[src/rtl/enc8x3_serializer.sv]
// ---------------------------------------------------------------------------
// enc8x3_serializer
//   Sequential 8-to-3 encoder. It accepts an 8-bit request vector through a
//   valid/ready handshake. It then emits the 3-bit index of every set bit,
//   one index per output handshake, in priority order.
//
// Parameters
//   PRIORITY_HIGH : 1 = highest set index first, 0 = lowest set index first
//
// Ports
//   clk        rising-edge clock
//   rst        asynchronous reset, active-high
//   in_valid   request vector valid
//   in_ready   block can accept a vector (IDLE and not in reset)
//   req[7:0]   request vector, bit n = request for index n
//   out_valid  out_code valid
//   out_ready  consumer accepts out_code
//   out_code   index of the selected pending bit (0 when out_valid=0)
//   pending    number of bits still pending, including the one presented
//   out_last   (only with ENC8X3_LAST_EN) presented code is the final one
//
// Optional feature macro: ENC8X3_LAST_EN adds the out_last output.
// ---------------------------------------------------------------------------
module enc8x3_serializer #(
  parameter bit PRIORITY_HIGH = 1'b1
) (
  input  logic       clk,
  input  logic       rst,
  input  logic       in_valid,
  output logic       in_ready,
  input  logic [7:0] req,
  output logic       out_valid,
  input  logic       out_ready,
  output logic [2:0] out_code,
`ifdef ENC8X3_LAST_EN
  output logic       out_last,
`endif
  output logic [3:0] pending
);

  typedef enum logic {IDLE = 1'b0, BUSY = 1'b1} state_t;

  state_t     state_reg, state_next;
  logic [7:0] pend_reg, pend_next;
  logic [2:0] sel_idx;
  logic [3:0] pend_count;

  // Priority select over the pending bits. The loop direction decides
  // which set bit wins: the last match in iteration order is kept.
  generate
    if (PRIORITY_HIGH) begin : g_sel_high
      always_comb begin
        sel_idx = 3'd0;
        for (int i = 0; i < 8; i++)
          if (pend_reg[i]) sel_idx = 3'(i);
      end
    end else begin : g_sel_low
      always_comb begin
        sel_idx = 3'd0;
        for (int i = 7; i >= 0; i--)
          if (pend_reg[i]) sel_idx = 3'(i);
      end
    end
  endgenerate

  always_comb begin
    pend_count = 4'd0;
    for (int i = 0; i < 8; i++)
      pend_count = pend_count + {3'd0, pend_reg[i]};
  end

  // State and pending-vector registers
  always_ff @(posedge clk or posedge rst) begin
    if (rst) begin
      state_reg <= IDLE;
      pend_reg  <= 8'd0;
    end else begin
      state_reg <= state_next;
      pend_reg  <= pend_next;
    end
  end

  // Next-state logic
  always_comb begin
    state_next = state_reg;
    pend_next  = pend_reg;
    case (state_reg)
      IDLE: begin
        // An all-zero vector is consumed but produces nothing.
        if (in_valid && req != 8'd0) begin
          pend_next  = req;
          state_next = BUSY;
        end
      end
      BUSY: begin
        if (out_ready) begin
          pend_next = pend_reg & ~(8'd1 << sel_idx);
          // Only the presented bit remains, so the vector is done.
          if (pend_count == 4'd1) state_next = IDLE;
        end
      end
      default: state_next = IDLE;
    endcase
  end

  // Output logic
  always_comb begin
    in_ready  = (state_reg == IDLE) && !rst;
    out_valid = (state_reg == BUSY);
    out_code  = out_valid ? sel_idx : 3'd0;
    pending   = pend_count;
`ifdef ENC8X3_LAST_EN
    out_last  = out_valid && (pend_count == 4'd1);
`endif
  end

endmodule

[config.mk]
export PLATFORM = sky130hd
export DESIGN_NAME = enc8x3_serializer
export DESIGN_NICKNAME = d
export VERILOG_FILES = /design/src/rtl/enc8x3_serializer.sv
export SDC_FILE = /design/constraint.sdc
export NUM_CORES = 1
export LEC_CHECK = 0
export BUFFER_PORTS_ARGS = -buffer_cell sky130_fd_sc_hd__buf_2
export CORE_MARGIN = 2
export CORE_UTILIZATION = 53
export DETAILED_ROUTE_END_ITERATION = 16
export PLACE_DENSITY = 0.9
export SETUP_SLACK_MARGIN = 0.4
export SYNTH_ARGS = -nofsm -noshare
export SYNTH_HDL_FRONTEND = slang
export SYNTH_SLANG_ARGS = --single-unit
[constraint.sdc]
create_clock -name clk -period 9.1 [get_ports clk]
set_input_delay 0.91 -clock clk [delete_from_list [all_inputs] [get_ports clk]]
set_output_delay 0.91 -clock clk [all_outputs]
set_load 0.005 [all_outputs]
==> results.txt, run 1 <==
Period minus WS final: 4.02 ns
# fillers: 118
Largest family of logic cells by synthesized area: compound AO/OA/AOI/OAI gates
Area fraction of the dominant cell type after synthesis: 31.7%
Multi-input gate area: 423 um2
Synth Area in Adders: 16.6%
CP arrival: 3.11 ns
First-pass GRT wire length: 2610 um
# Post-CTS Setup Buffers: 0
Die area: 1650 um2
Worst setup path category: reg2out
Gr usage total: 25.7%
Row cnt: 13
Vias in the first global route: 585
Synth Warn #: 0
Final Util: 66.7%
Final Cycle Share: 44.2%
Count of cell types in the netlist: 31
Mean number of vias per cell: 5.91
Synthesis-stage register bit count: 9
Detailed-route DRC error count: 0
Initial antenna violation count: 0
Startpoint Class: flip-flop
TritonCTS clock tree: yes
Routed len/inst: 14.6 um
Area grow syn2layout: 19.2%
Pre-antenna DRT Iters: 5
Maximum number of pins on one net before global-route repair: 14
Clock Sinks: 9
Final setup TNS: 0 ns
Worst slew pin tran: 0.936 ns
Clock Root Buffer: clkbuf_4
Area occupied by registers: 225 um2
Core area: 1270 um2
First DRT Iteration DRCs: 27
Chip height: 40.6 um
Maximum clock frequency: 248 MHz
Port bufs: 20
Maxcap violations: 0
Routability cong.: 0.909
Syn Nets: 99
Hold Crit Class: reg2reg
Clock slew seen by the registers of the worst setup and hold paths: 0.05 ns
Total Wirelength: 1710 um
Total grt overflow: 0
Initial Util: 55.9%
# IOs: 21
DP Worst Slack: 5.32 ns
Crit path required time: 8.19 ns
Post-synthesis mux area share: 0%
Mapped Area: 709 um2
Cts-stage hold buffer count: 0
Vias: 691
Diode count: 0
Critical path fanouts, max: 2
Rel. slew slack: 37.4%
Synth area leaders: dfrtp_1 32%, fa_1 11%, inv_1 6.9%, a21oi_1 6.3%, ha_1 5.3%
Post-synthesis xor/xnor area fraction: 1.23%
RSZ-0062 raised after global routing: false
Mapped Cells: 80
H-tree levels: 1
CP endpoint kind: primary output
Non-filler cells, final: 117
Final Hold Vio Count: 0
Post-Route Skew: 0.00696 ns
Layout cell share with drive strength beyond 1: 27.5%
Number of CTS-inserted buffers: 3
Yosys top cell by area: dfrtp_1
Mean Syn Cell Area: 8.87 um2
Later-pin clock latency in the skew report: 0.27 ns
Post-synthesis sequential area ratio: 31.7%
Post-cts resize count: 0
Die W: 40.6 um
CTS max path bufs: 2
Post-route ant nets: 0
Status: completed
Max reg flops: 8
Final Max Tran Viols: 0
Setup ws final: 5.08 ns
Compound-Gate Fraction of Synth Area: 25.9%
DP Cell Count: 113
Layout Nets: 122
HPWL after DPL: 1330 um
Simple-gate share of the synthesized area: 15.9%
Setup violators final: 0
path summary, 6_finish.rpt:
path | start | end | cells past startpoint | slack [ns]
max | pend_reg[0]$_DFFE_PP0P_ | pending[2] | 10 | 5.08
min | pend_reg[0]$_DFFE_PP0P_ | pend_reg[0]$_DFFE_PP0P_ | 2 | 0.58
max reg2reg | pend_reg[0]$_DFFE_PP0P_ | out_valid$_DFF_PP0_ | 11 | 5.97
min reg2reg | pend_reg[0]$_DFFE_PP0P_ | pend_reg[0]$_DFFE_PP0P_ | 2 | 0.58
max in group asynchronous | rst | pend_reg[3]$_DFFE_PP0P_ | 2 | 8.24
min in group asynchronous | rst | out_valid$_DFF_PP0_ | 2 | 0.60
cells by family (layout without fill, tap and decap cells):
logic type	count (synthesis)	in the layout
xor+xnor	1	1
fa+ha+maj	7	7
flops	9	9
buf+inv	16	38
compound gates	26	26
simple gates	21	21
per-layer routing:
metal  track usage [%]  up-vias  share of wire (%)
met4              13.3        0                3.0
li1                  -      328                  -
met2              38.1       41                 49
met3              9.44        7                7.5
met1              32.3      315                 40
met5                 0        -                  0
through the flow:
stage / cell area (um2) / hold slack, ns
floorplan: 709 / 0.512
global placement: 820 / 0.558
detailed placement: 820 / 0.567
CTS: 846 / 0.590
global route: 846 / 0.640
finish: 846 / 0.584
worst max-delay path, cell delays in order (launching register included):
cell	delay, ns
dfrtp_1	0.40
fa_1	0.54
inv_1	0.05
fa_1	0.49
fa_1	0.41
inv_1	0.06
ha_1	0.15
inv_1	0.05
fa_1	0.38
xnor2_1	0.18
buf_2	0.14
area by class of cell:
| type | instances | area share (%) |
|---|---|---|
| Clock buffer | 4 | 3.11 |
| Tap cell | 15 | 2.22 |
| Inverter | 14 | 6.21 |
| Multi-Input combinational cell | 55 | 50.0 |
| Timing Repair Buffer | 20 | 11.8 |
| Sequential cell | 9 | 26.6 |
cells in the final DEF (no fill, tap or decap), types with 2 or more instances in the layout:
cell type | synthesis | layout
a21oi_1 | 9 | 9
a221oi_1 | 2 | 2
a31oi_1 | 2 | 2
a32oi_1 | 2 | 2
buf_2 | 1 | 20
clkbuf_4 | 0 | 3
dfrtp_1 | 9 | 9
fa_1 | 4 | 4
ha_1 | 3 | 3
inv_1 | 13 | 13
nand2_1 | 5 | 5
nand2b_1 | 2 | 2
nand3_1 | 2 | 2
nor2_1 | 3 | 3
nor2b_1 | 2 | 2
nor3_1 | 2 | 2
o21ai_1 | 4 | 4
synth_stat cells, drive strengths merged:
master / number
nand2b: 2
dfrtp: 9
nand2: 5
a31oi: 2
inv: 14
a22oi: 1
o311ai: 1
o41a: 1
ha: 3
clkbuf: 1
xnor2: 1
and2: 1
a221oi: 2
or4: 2
nor3: 2
fa: 4
buf: 1
nand3: 2
or2: 2
nor2: 3
a221o: 1
nor2b: 2
a2111oi: 1
o21ai: 6
a32oi: 2
a21oi: 9
Power of run 1 is not shown: default switching activity piles up to over one toggle a cycle in this logic, so the estimate is an artifact.
==> run 2: changes to the inputs <==
--- a/config.mk
+++ b/config.mk
@@ -7,9 +7,9 @@
 export LEC_CHECK = 0
 export BUFFER_PORTS_ARGS = -buffer_cell sky130_fd_sc_hd__buf_2
 export CORE_MARGIN = 2
-export CORE_UTILIZATION = 53
+export CORE_UTILIZATION = 49
 export DETAILED_ROUTE_END_ITERATION = 16
-export PLACE_DENSITY = 0.9
+export PLACE_DENSITY = 0.84
 export SETUP_SLACK_MARGIN = 0.4
 export SYNTH_ARGS = -nofsm -noshare
 export SYNTH_HDL_FRONTEND = slang
==> constraint.sdc (replaced) <==
create_clock -name clk -period 3.87 [get_ports clk]
set_input_delay 0.387 -clock clk [delete_from_list [all_inputs] [get_ports clk]]
set_output_delay 0.387 -clock clk [all_outputs]
set_load 0.005 [all_outputs]
==> run 2 against run 1 <==
Routed wire length is 18% higher. Clock-buffer cell count stayed put. Utilization is 0.59 points higher. Hold slack worse by 0.49 ns. Global-route usage is 1.7 points lower. Setup slack worse by 4.7 ns.
==> results.txt, run 2 (same netlist as run 1, synthesis figures left out) <==
Worst setup path category: reg2out (unchanged)
Total Wirelength: 2030 um (was 1710 um)
Area grow syn2layout: 26.5% (was 19.2%)
Final Max Tran Viols: 0 (unchanged)
First-pass GRT wire length: 3160 um (was 2610 um)
Post-route ant nets: 0 (unchanged)
Vias in the first global route: 683 (was 585)
CP arrival: 3.15 ns (was 3.11 ns)
H-tree levels: 1 (unchanged)
Pre-antenna DRT Iters: 4 (was 5)
Total grt overflow: 0 (unchanged)
Core area: 1330 um2 (was 1270 um2)
Worst r2r path cells: 13 (was 11)
Commonest non-fill, non-tap cell in the layout: buf_2 (unchanged)
Maximum clock frequency: 283 MHz
HPWL after DPL: 1400 um (was 1330 um)
Hold Crit Class: in2async (was reg2reg)
Row cnt: 13 (unchanged)
CTS max path bufs: 2 (unchanged)
Worst R2R Setup Slack: 0.54 ns (was 5.97 ns)
Final instance area: 897 um2 (was 846 um2)
Diode count: 0 (unchanged)
# IOs: 21 (unchanged)
Routability cong.: 0.862 (was 0.909)
Maxcap violations: 0 (unchanged)
Startpoint Class: flip-flop (unchanged)
RSZ-0062 raised after global routing: true (was false)
Clock Sinks: 9 (unchanged)
DR top layer: met4 (unchanged)
Clock slew seen by the registers of the worst setup and hold paths: 0.07 ns (was 0.05 ns)
Metal2 WL: 949 um (was 843 um)
Initial Util: 53.2% (was 55.9%)
Post-Route Skew: 0.00337 ns (was 0.00696 ns)
Final Cycle Share: 91.4%
Maximum number of pins on one net before global-route repair: 14 (unchanged)
Gr usage total: 24.0% (was 25.7%)
Max reg flops: 8 (unchanged)
Vias: 731 (was 691)
Status: completed (unchanged)
Setup ws final: 0.334 ns (was 5.08 ns)
Layout Nets: 127 (was 122)
Final Hold Vio Count: 0 (unchanged)
Worst slew pin tran: 0.934 ns (was 0.936 ns)
Initial antenna violation count: 0 (unchanged)
Chip height: 42.1 um (was 40.6 um)
Rel. slew slack: 37.6% (was 37.4%)
Mean number of vias per cell: 5.99 (was 5.91)
Later-pin clock latency in the skew report: 0.26 ns (was 0.27 ns)
First DRT Iteration DRCs: 46 (was 27)
Placed Area: 820 um2 (unchanged)
TritonCTS clock tree: yes (unchanged)
Die area: 1770 um2 (was 1650 um2)
DP Worst Slack: 0.605 ns (was 5.32 ns)
Critical path fanouts, max: 2 (unchanged)
Number of CTS-inserted buffers: 3 (unchanged)
Met3 WL: 148 um (was 129 um)
Layout cell share with drive strength beyond 1: 35.5% (was 27.5%)
Cts-stage hold buffer count: 0 (unchanged)
Clock Root Buffer: clkbuf_4 (unchanged)
Crit path required time: 3.48 ns (was 8.19 ns)
Port bufs: 20 (unchanged)
Period minus WS final: 3.54 ns
CP endpoint kind: primary output (unchanged)
DRT met1 WL: 859 um (was 690 um)
Routed len/inst: 16.6 um (was 14.6 um)
WHS: 0.0943 ns (was 0.584 ns)
Setup violators final: 0 (unchanged)
Final setup TNS: 0 ns (unchanged)
Most frequent cells in the layout: 20 x buf_2, 12 x inv_1, 9 x a21oi_1 (was 20 x buf_2, 13 x inv_1, 9 x a21oi_1, 9 x dfrtp_1, 5 x nand2_1)
Detailed-route DRC error count: 0 (unchanged)
Die W: 42.1 um (was 40.6 um)
-- run 2: worst paths after layout --
path | startpoint | to
setup / recovery | pend_reg[0]$_DFFE_PP0P_ | pending[1]
hold reg to reg | pend_reg[7]$_DFFE_PP0P_ | pend_reg[7]$_DFFE_PP0P_
min in group clk | req[7] | pend_reg[7]$_DFFE_PP0P_
max in group asynchronous | rst | pend_reg[3]$_DFFE_PP0P_
setup reg to reg | pend_reg[0]$_DFFE_PP0P_ | out_valid$_DFF_PP0_
hold / removal | rst | pend_reg[0]$_DFFE_PP0P_
-- run 2: layer usage --
metal | vias up | GRT usage (%)
met2 | 44 | 37.8
met4 | 0 | 12.5
met1 | 344 | 32.3
met5 | - | 0
met3 | 6 | 3.02
li1 | 337 | -
-- run 2: final cells by class --
type | count | area [um2]
Multi-Input combinational cell | 55 | 435
Inverter | 14 | 52.6
Timing Repair Buffer | 25 | 138
Clock buffer | 4 | 26.3
Sequential cell | 9 | 226
Fill cell | 108 | 437
Tap cell | 15 | 18.8
-- run 2: critical path, stage by stage (launching register included) --
cell and delay, ns:
dfrtp_1 0.40, fa_1 0.54, inv_1 0.05, fa_1 0.50
fa_1 0.41, inv_1 0.06, ha_2 0.18, inv_2 0.04
fa_2 0.54, inv_1 0.05, buf_2 0.12
-- run 2: what timing repair did --
item                       in CTS  in global routing
pin swaps                       1                  1
setup endpoints to repair       2                  2
resized for setup               4                  1
setup buffers                   4                  1
gates cloned                    0                  0
-- run 2: per-stage QoR --
step                cells  util (%)
floorplan              80         -
global placement      113      61.4
detailed placement    113      61.4
CTS                   121      66.1
global route          122      67.3
finish                122      67.3
Power of run 2 is left out for the same reason.
